[config.mk]
export PLATFORM = sky130hd
export DESIGN_NAME = main_ram_arbiter
export DESIGN_NICKNAME = d
export VERILOG_FILES = /design/src/rtl/main_ram_arbiter.sv
export SDC_FILE = /design/constraint.sdc
export NUM_CORES = 1
export LEC_CHECK = 0
export CAP_MARGIN = 30
export CORE_MARGIN = 10
export CORE_UTILIZATION = 43
export DETAILED_ROUTE_END_ITERATION = 10
export GPL_ROUTABILITY_DRIVEN = 0
export PLACE_DENSITY = 0.86
export SLEW_MARGIN = 30
export SYNTH_ARGS = -nofsm -noshare
export SYNTH_HDL_FRONTEND = slang
export SYNTH_SLANG_ARGS = --single-unit
[constraint.sdc]
create_clock -name clk -period 5.3 [get_ports clk]
set_clock_uncertainty 0.15 [all_clocks]
set_input_delay 1.59 -clock clk [delete_from_list [all_inputs] [get_ports clk]]
set_output_delay 1.59 -clock clk [all_outputs]
set_load 0.01 [all_outputs]
[src/rtl/main_ram_arbiter.sv]
`default_nettype none
// ============================================================================
// main_ram_arbiter : three-requester arbiter in front of the single SDRAM
//                    controller port (registered issue, busy-based completion)
// Optional macro   : ROM_WRITE_PROTECT_EN (adds rom_lock, drops ROM writes)
// Revision         : 1.0
// ============================================================================
module main_ram_arbiter #(
    parameter int AW          = 25,
    parameter int BUSY_WAIT   = 15,
    parameter int P0_PRIORITY = 1
) (
    input  logic          clk,
    input  logic          reset,
    input  logic          p0_req,
    input  logic          p0_we,
    input  logic          p0_word,
    input  logic [AW-1:0] p0_addr,
    input  logic [15:0]   p0_wdata,
    output logic          p0_ack,
    input  logic          p1_req,
    input  logic          p1_we,
    input  logic          p1_word,
    input  logic [AW-1:0] p1_addr,
    input  logic [15:0]   p1_wdata,
    output logic          p1_ack,
    input  logic          p2_req,
    input  logic          p2_we,
    input  logic          p2_word,
    input  logic [AW-1:0] p2_addr,
    input  logic [15:0]   p2_wdata,
    output logic          p2_ack,
`ifdef ROM_WRITE_PROTECT_EN
    input  logic          rom_lock,
`endif
    output logic [15:0]   rdata,
    output logic [AW-1:0] mem_addr,
    output logic          mem_rd,
    output logic          mem_wr,
    output logic          mem_word,
    output logic [15:0]   mem_din,
    input  logic          mem_busy,
    input  logic [15:0]   mem_dout,
    output logic [1:0]    grant,
    output logic          err
);
    localparam int CW = $clog2(BUSY_WAIT + 1);

    typedef enum logic [2:0] {
        S_DRAIN = 3'd0,
        S_IDLE  = 3'd1,
        S_ISSUE = 3'd2,
        S_WAIT  = 3'd3,
        S_DONE  = 3'd4
    } state_t;

    state_t        r_state;
    logic [1:0]    r_rr;
    logic [1:0]    r_owner;
    logic [1:0]    r_grant;
    logic [CW-1:0] r_cnt;
    logic          r_we;
    logic [2:0]    r_ack;
    logic [15:0]   r_rdata;
    logic [AW-1:0] r_mem_addr;
    logic          r_mem_rd;
    logic          r_mem_wr;
    logic          r_mem_word;
    logic [15:0]   r_mem_din;
    logic          r_err;

    logic [2:0]    w_req;
    logic [1:0]    w_win;
    logic [2:0]    w_idx;
    logic          w_sel_we;
    logic          w_sel_word;
    logic [AW-1:0] w_sel_addr;
    logic [15:0]   w_sel_wdata;
    logic          w_rom_block;
    logic [2:0]    w_win_oh;
    logic [2:0]    w_owner_oh;

    assign w_req = {p2_req, p1_req, p0_req};

    // Winner selection; the rr pointer names the first candidate to consider
    always_comb begin
        w_win = 2'd0;
        w_idx = 3'd0;
        if (P0_PRIORITY != 0) begin
            if (w_req[0])
                w_win = 2'd0;
            else if (r_rr == 2'd2)
                w_win = w_req[2] ? 2'd2 : 2'd1;
            else
                w_win = w_req[1] ? 2'd1 : 2'd2;
        end else begin
            for (int i = 2; i >= 0; i--) begin
                w_idx = {1'b0, r_rr} + 3'(i);
                if (w_idx >= 3'd3)
                    w_idx = w_idx - 3'd3;
                if (w_req[w_idx[1:0]])
                    w_win = w_idx[1:0];
            end
        end
    end

    always_comb begin
        case (w_win)
            2'd1: begin
                w_sel_we = p1_we; w_sel_word = p1_word;
                w_sel_addr = p1_addr; w_sel_wdata = p1_wdata;
            end
            2'd2: begin
                w_sel_we = p2_we; w_sel_word = p2_word;
                w_sel_addr = p2_addr; w_sel_wdata = p2_wdata;
            end
            default: begin
                w_sel_we = p0_we; w_sel_word = p0_word;
                w_sel_addr = p0_addr; w_sel_wdata = p0_wdata;
            end
        endcase
    end

`ifdef ROM_WRITE_PROTECT_EN
    assign w_rom_block = w_sel_we && rom_lock && !w_sel_addr[AW-1];
`else
    assign w_rom_block = 1'b0;
`endif

    assign w_win_oh   = 3'(3'b001 << w_win);
    assign w_owner_oh = 3'(3'b001 << r_owner);

    always_ff @(posedge clk or posedge reset) begin
        if (reset) begin
            r_state    <= S_DRAIN;
            r_rr       <= 2'd1;
            r_owner    <= 2'd0;
            r_grant    <= 2'd3;
            r_cnt      <= '0;
            r_we       <= 1'b0;
            r_ack      <= 3'b000;
            r_rdata    <= 16'h0000;
            r_mem_addr <= '0;
            r_mem_rd   <= 1'b0;
            r_mem_wr   <= 1'b0;
            r_mem_word <= 1'b0;
            r_mem_din  <= 16'h0000;
            r_err      <= 1'b0;
        end else begin
            r_ack <= 3'b000;
            case (r_state)
                S_DRAIN: begin
                    if (!mem_busy)
                        r_state <= S_IDLE;
                end
                S_IDLE: begin
                    if (|w_req) begin
                        r_owner    <= w_win;
                        r_we       <= w_sel_we;
                        r_mem_addr <= w_sel_addr;
                        r_mem_word <= w_sel_word;
                        r_mem_din  <= w_sel_word ? w_sel_wdata
                                                 : {w_sel_wdata[7:0], w_sel_wdata[7:0]};
                        r_cnt      <= '0;
                        if (w_rom_block) begin
                            r_ack   <= w_win_oh;
                            r_state <= S_DONE;
                        end else begin
                            r_grant  <= w_win;
                            r_mem_rd <= !w_sel_we;
                            r_mem_wr <= w_sel_we;
                            r_state  <= S_ISSUE;
                        end
                    end
                end
                S_ISSUE: begin
                    if (mem_busy) begin
                        r_mem_rd <= 1'b0;
                        r_mem_wr <= 1'b0;
                        r_state  <= S_WAIT;
                    end else if (r_cnt == CW'(BUSY_WAIT - 1)) begin
                        // Controller never acknowledged: give up, keep rdata
                        r_mem_rd <= 1'b0;
                        r_mem_wr <= 1'b0;
                        r_err    <= 1'b1;
                        r_ack    <= w_owner_oh;
                        r_grant  <= 2'd3;
                        r_state  <= S_DONE;
                    end else begin
                        r_cnt <= r_cnt + 1'b1;
                    end
                end
                S_WAIT: begin
                    if (!mem_busy) begin
                        if (!r_we)
                            r_rdata <= mem_dout;
                        r_ack   <= w_owner_oh;
                        r_grant <= 2'd3;
                        r_state <= S_DONE;
                    end
                end
                S_DONE: begin
                    if (P0_PRIORITY != 0) begin
                        if (r_owner == 2'd1)
                            r_rr <= 2'd2;
                        else if (r_owner == 2'd2)
                            r_rr <= 2'd1;
                    end else begin
                        r_rr <= (r_owner == 2'd2) ? 2'd0 : r_owner + 2'd1;
                    end
                    r_state <= S_IDLE;
                end
                default: r_state <= S_DRAIN;
            endcase
        end
    end

    assign p0_ack   = r_ack[0];
    assign p1_ack   = r_ack[1];
    assign p2_ack   = r_ack[2];
    assign rdata    = r_rdata;
    assign mem_addr = r_mem_addr;
    assign mem_rd   = r_mem_rd;
    assign mem_wr   = r_mem_wr;
    assign mem_word = r_mem_word;
    assign mem_din  = r_mem_din;
    assign grant    = r_grant;
    assign err      = r_err;
endmodule
`default_nettype wire

# After elaboration in Yosys (flattened, before gate mapping)

Cells that the tools add are included.

Flip-flop bits (word level): 78

Equality and inequality tests: 17
Bitwise gates (word level): 2
Add/sub/neg operators: 1
Multiplexer cells: 36
Shifts and indexed selects: 1
Reduce and logical (&&, ||, !) cells: 14

Operator list:

| cell                                                 | count |
|---|---|
| one-hot mux 25 bit (2 select lines)                  | 1 |
| one-hot mux 16 bit (2 select lines)                  | 1 |
| two-way mux 3 bit                                    | 8 |
| two-way mux 2 bit                                    | 10 |
| two-way mux 16 bit                                   | 1 |
| one-hot mux 3 bit (5 select lines)                   | 1 |
| two-way mux 4 bit                                    | 3 |
| != test 2 bit (second input constant)                | 6 |
| AND reduction 3 bit                                  | 3 |
| one-hot mux 1 bit (2 select lines)                   | 4 |
| one-hot mux 4 bit (2 select lines)                   | 1 |
| AND reduction 4 bit                                  | 2 |
| equality test 2 bit (second input constant)          | 3 |
| equality test 3 x 2 -> 1 bit (second input constant) | 2 |
| one-hot mux 2 bit (3 select lines)                   | 1 |
| one-hot mux 3 bit (2 select lines)                   | 1 |
| AND reduction 5 bit                                  | 1 |
| adder 4 x 1 -> 4 bit (second input constant)         | 1 |
| equality test 2 x 1 -> 1 bit (second input constant) | 2 |
| equality test 4 bit (second input constant)          | 1 |
| two-way mux 1 bit                                    | 4 |
| AND reduction 2 bit                                  | 2 |
| nonzero test 2 bit                                   | 2 |
| equality test 3 x 1 -> 1 bit (second input constant) | 1 |
| other kinds (8)                                      | 9 |

# Logic depth before layout (Yosys ltp)

Depth in word-level cells: 8
Gate-level depth with buffers: 10

# Least setup slack after synthesis

No wires, ideal clock.

Path type: input to register
Start point: input p2_req
End point: register r_mem_din[15], in the netlist mem_din[15]
Library setup time: 0.082 ns
Buffers on the path: 2
Arrival time: 3.561 ns
Slack: 1.507 ns
Required time: 5.068 ns
Stages: 9
Cell sequence: and3b_1 a211oi_1 inv_1 ha_1 buf_2 buf_2 a221oi_1 or4_1 a31oi_1

Cells in the longest elaborated chain, start to end: 6
Elaborated cells on any way between the ends: 10
Those cells by class: eq/ne (2); mux (6); reduce/logical (2)

RTL lines:

| what                                                                                             | line | source |
|---|---|---|
| from (decl)                                                                                      | 27   | `input logic p2_req,` |
| two-way mux 2 bit *                                                                              | 93   | `w_win = w_req[2] ? 2'd2 : 2'd1;` |
| two-way mux 2 bit *                                                                              | 92   | `else if (r_rr == 2'd2)` |
| two-way mux 2 bit *                                                                              | 90   | `if (w_req[0])` |
| via w_win[0]                                                                                     | 73   | `logic [1:0] w_win;` |
| equality test 2 bit / equality test 2 x 1 -> 1 bit (equally long branches)                       | 108  | `case (w_win)` |
| one-hot mux 16 bit (2 select lines) / one-hot mux 1 bit (2 select lines) (equally long branches) | 108  |  |
| two-way mux 16 bit *                                                                             | 162  | `r_mem_din <= w_sel_word ? w_sel_wdata` |
| to (signal assigned)                                                                             | 162  |  |
| to (decl)                                                                                        | 69   | `logic [15:0] r_mem_din;` |

The timed path passes the listed nets; every way through them passes the cells marked *.
A chain may end at the register's enable or synchronous reset.

# Worst setup path after layout

Start point: input p2_req
End point: register r_mem_din[9], in the netlist mem_din[9]

Same word-level chain as after synthesis.

==> flow_summary.toml <==
[worst_setup_path]
worst_path_largest_cell_delay_ns = 0.52
end_kind = "register"
required_ns = 5.41
critPathLaunchType = "input port"
crit_chain = "clkdlybuf4s50_1 -> nor3b_1 -> a211oi_1 -> ha_2 -> nor2b_1 -> buf_4 -> or4_1 -> a31oi_1"
crit_type = "in -> reg"
worstPathArrival_ns = 4.27
path_max_fanout = 19
cpMaxStageDelayCell = "clkdlybuf4s50_1"

[timing]
tightest_slew_ns = 0.7537
finalSetupViolCount = 0
rsz0062_at_grt = "no"
period_share_pct = 78.53
setup_tns_ns = 0
timing.fmax_mhz = 240.3
final.min_clock_period_ns = 4.162
slew_headroom_pct = 49.70
slew_violations = 0
finalHoldViolCount = 0

[floorplan]
start_util_pct = 43.58
coreArea_um2 = 9684
rows = 36
io_pins = 217
die_x_um = 119.1
dieHeight_um = 119.1
die_area_um2 = 14180

[global_routing]
antenna_found_initial = 0
overflow = 0
grt_max_degree = 49
track_usage_pct = 20.51
grt_pass1_vias = 4385
grt_pass1_wl_um = 23450

[synth]
seq_area_frac_synth_pct = 46.34
ys_types = 51
synthTopCellsByArea = "dfrtp_1 (44%), mux2_2 (9.9%), a22oi_1 (4.6%)"
synth.net_count = 556
yosysTopAreaCell = "dfrtp_1"
ys_seq_elements = 78
syn-instance-count = 398
synth_warnings = 0
avgSynthCellArea_um2 = 10.60
ys.flop_type = "dfrtp_1"
yosys.area.top_type_share_pct = 44.47
synth_edf_count = 0
async_flop_share_pct = 100.0
synth_area_um2 = 4220

[job]
maxCapViolCount = 0

[drt]
drtPass1Iterations = 5
wl_per_cell_um = 20.17
ant_nets = 0
drc = 0
viasPerCell = 5.491
num_vias = 4063
drt-total-wl_um = 14920
drt-initial-drc-count = 283

[clocking]
htree_levels = 3
cts_buffers = 9
cts.repair.resized = 0
cts.sinks = 78
cts_setup_buffers = 0
cts_root_buffer = "clkbuf_8"
cts_tree = "built"
clk_pin_slew_ns = 0.08
clock_path_buffers = 2
insertion_delay_ns = 0.35
holdBufCountCts = 0

[pwr]
leakage_nw = 2.724
power_density_nw_per_um2 = 473.5
irDropWorstVdd_mv = 0.2661

[layout]
fin_util_pct = 69.32
n_antenna_cell = 0
fillers = 753
layout_common_cells = "clkdlybuf4s50_1 (216), dfrtp_1 (75), o21ai_0 (37), mux2_2 (37), nand2_1 (27)"
finalNetCount = 760
drive_gt1_share_pct = 14.17
mostFrequentLayoutCell = "clkdlybuf4s50_1"
area_growth_pct = 59.06

[placed_design]
port_buffers = 216
dpl.hpwl_um = 11780

[min_path]
hold_path_class = "reg -> reg"

[run_status]
status = "completed"
-- where the power goes --
part,switching [mW],internal [mW]
Combinational,0.695,0.923
Sequential,0.182,0.873
Clock,0.236,0.270
Total,1.11,2.07
-- path summary, 6_finish.rpt --
check                                          from                 endpoint  slack [ns]  cells past startpoint
worst min register to register      err$_DFFE_PP0P_          err$_DFFE_PP0P_        0.32                      1
min in group asynchronous                     reset     rdata[5]$_DFFE_PP0P_        1.53                      2
worst min-delay path                err$_DFFE_PP0P_          err$_DFFE_PP0P_        0.32                      1
worst max-delay path                         p2_req   mem_din[9]$_DFFE_PP0P_        1.14                      8
max in group asynchronous                     reset      r_rr[0]$_DFFE_PP1P_        2.52                      3
worst max register to register  r_rr[0]$_DFFE_PP1P_  mem_din[15]$_DFFE_PP0P_        2.32                      9
-- Yosys cell counts, types with 2 or more instances --
master and n:
o21ai_0 37, nand2_1 27, o211ai_1 8, nor2_1 2
or4_1 8, nand2b_1 12, and2_1 3, nand4_1 8
or3_1 2, ha_1 7, a31oi_1 9, buf_2 13
nor3_1 3, a221o_1 8, o22a_1 2, inv_1 17
dfstp_2 3, a22oi_1 26, buf_1 2, a211oi_1 3
a221oi_1 8, dfrtp_1 75, a21boi_0 2, buf_6 2
clkbuf_1 18, a21oi_1 13, mux2_2 37, nor2b_1 9
nor3b_1 3, mux2_4 10
-- stage by stage --
step	cells	power, mW	hold slack (ns)	area (um^2)	setup slack (ns)
floorplan	398	1.896	0.3383	4220	1.507
global placement	723	2.625	0.3031	6480	0.9040
detailed placement	723	2.691	0.3158	6480	0.7896
CTS	739	3.201	0.3313	6701	1.159
global route	740	3.373	0.3618	6713	0.9516
finish	740	3.178	0.3210	6713	1.138
-- per-layer routing --
metal  vias to the layer above  track usage, %  share of wire, %
met2                       187           35.72                51
met5                         -               0                 0
met4                         0           8.550               2.8
li1                       1891               -                 -
met1                      1958           22.86                39
met3                        27           6.046               7.7
-- kinds of logic (layout without fill, tap and decap cells) --
group	count (synthesis)	after routing	synth area share [%]
compound gates	126	126	20.40
fa+ha+maj	7	7	2.075
buf+inv	53	262	5.544
flops	78	78	46.34
mux	48	48	13.67
simple gates	86	86	11.98
-- cell type report --
class	instances	area [um^2]	share of cell area, %
flip-flops and latches	78	1956	29.13
repair buffers	229	2263	33.72
clock inverters	6	93.84	1.398
clock buffers	10	127.6	1.901
well taps	133	166.4	2.479
inverters	17	65.06	0.9692
multi-input cells	267	2041	30.40
-- registers in the layout, indices dropped and copies added (netlist names) --
name / cells
r_owner: 2
r_we: 1
mem_word: 1
r_rr: 2
mem_din: 16
r_cnt: 4
r_ack: 3
mem_rd: 1
mem_addr: 25
mem_wr: 1
grant: 2
rdata: 16
err: 1
r_state: 3
-- critical path: cells and delay by family --
| family | cells | cell delay, ns |
|---|---|---|
| AND/OR/NAND/NOR | 3 | 0.78 |
| buffers and inverters | 2 | 0.70 |
| AO/OA/AOI/OAI | 2 | 0.68 |
| adder cells (fa/ha/maj) | 1 | 0.51 |
No activity file was read; power rests on OpenSTA's default activity.
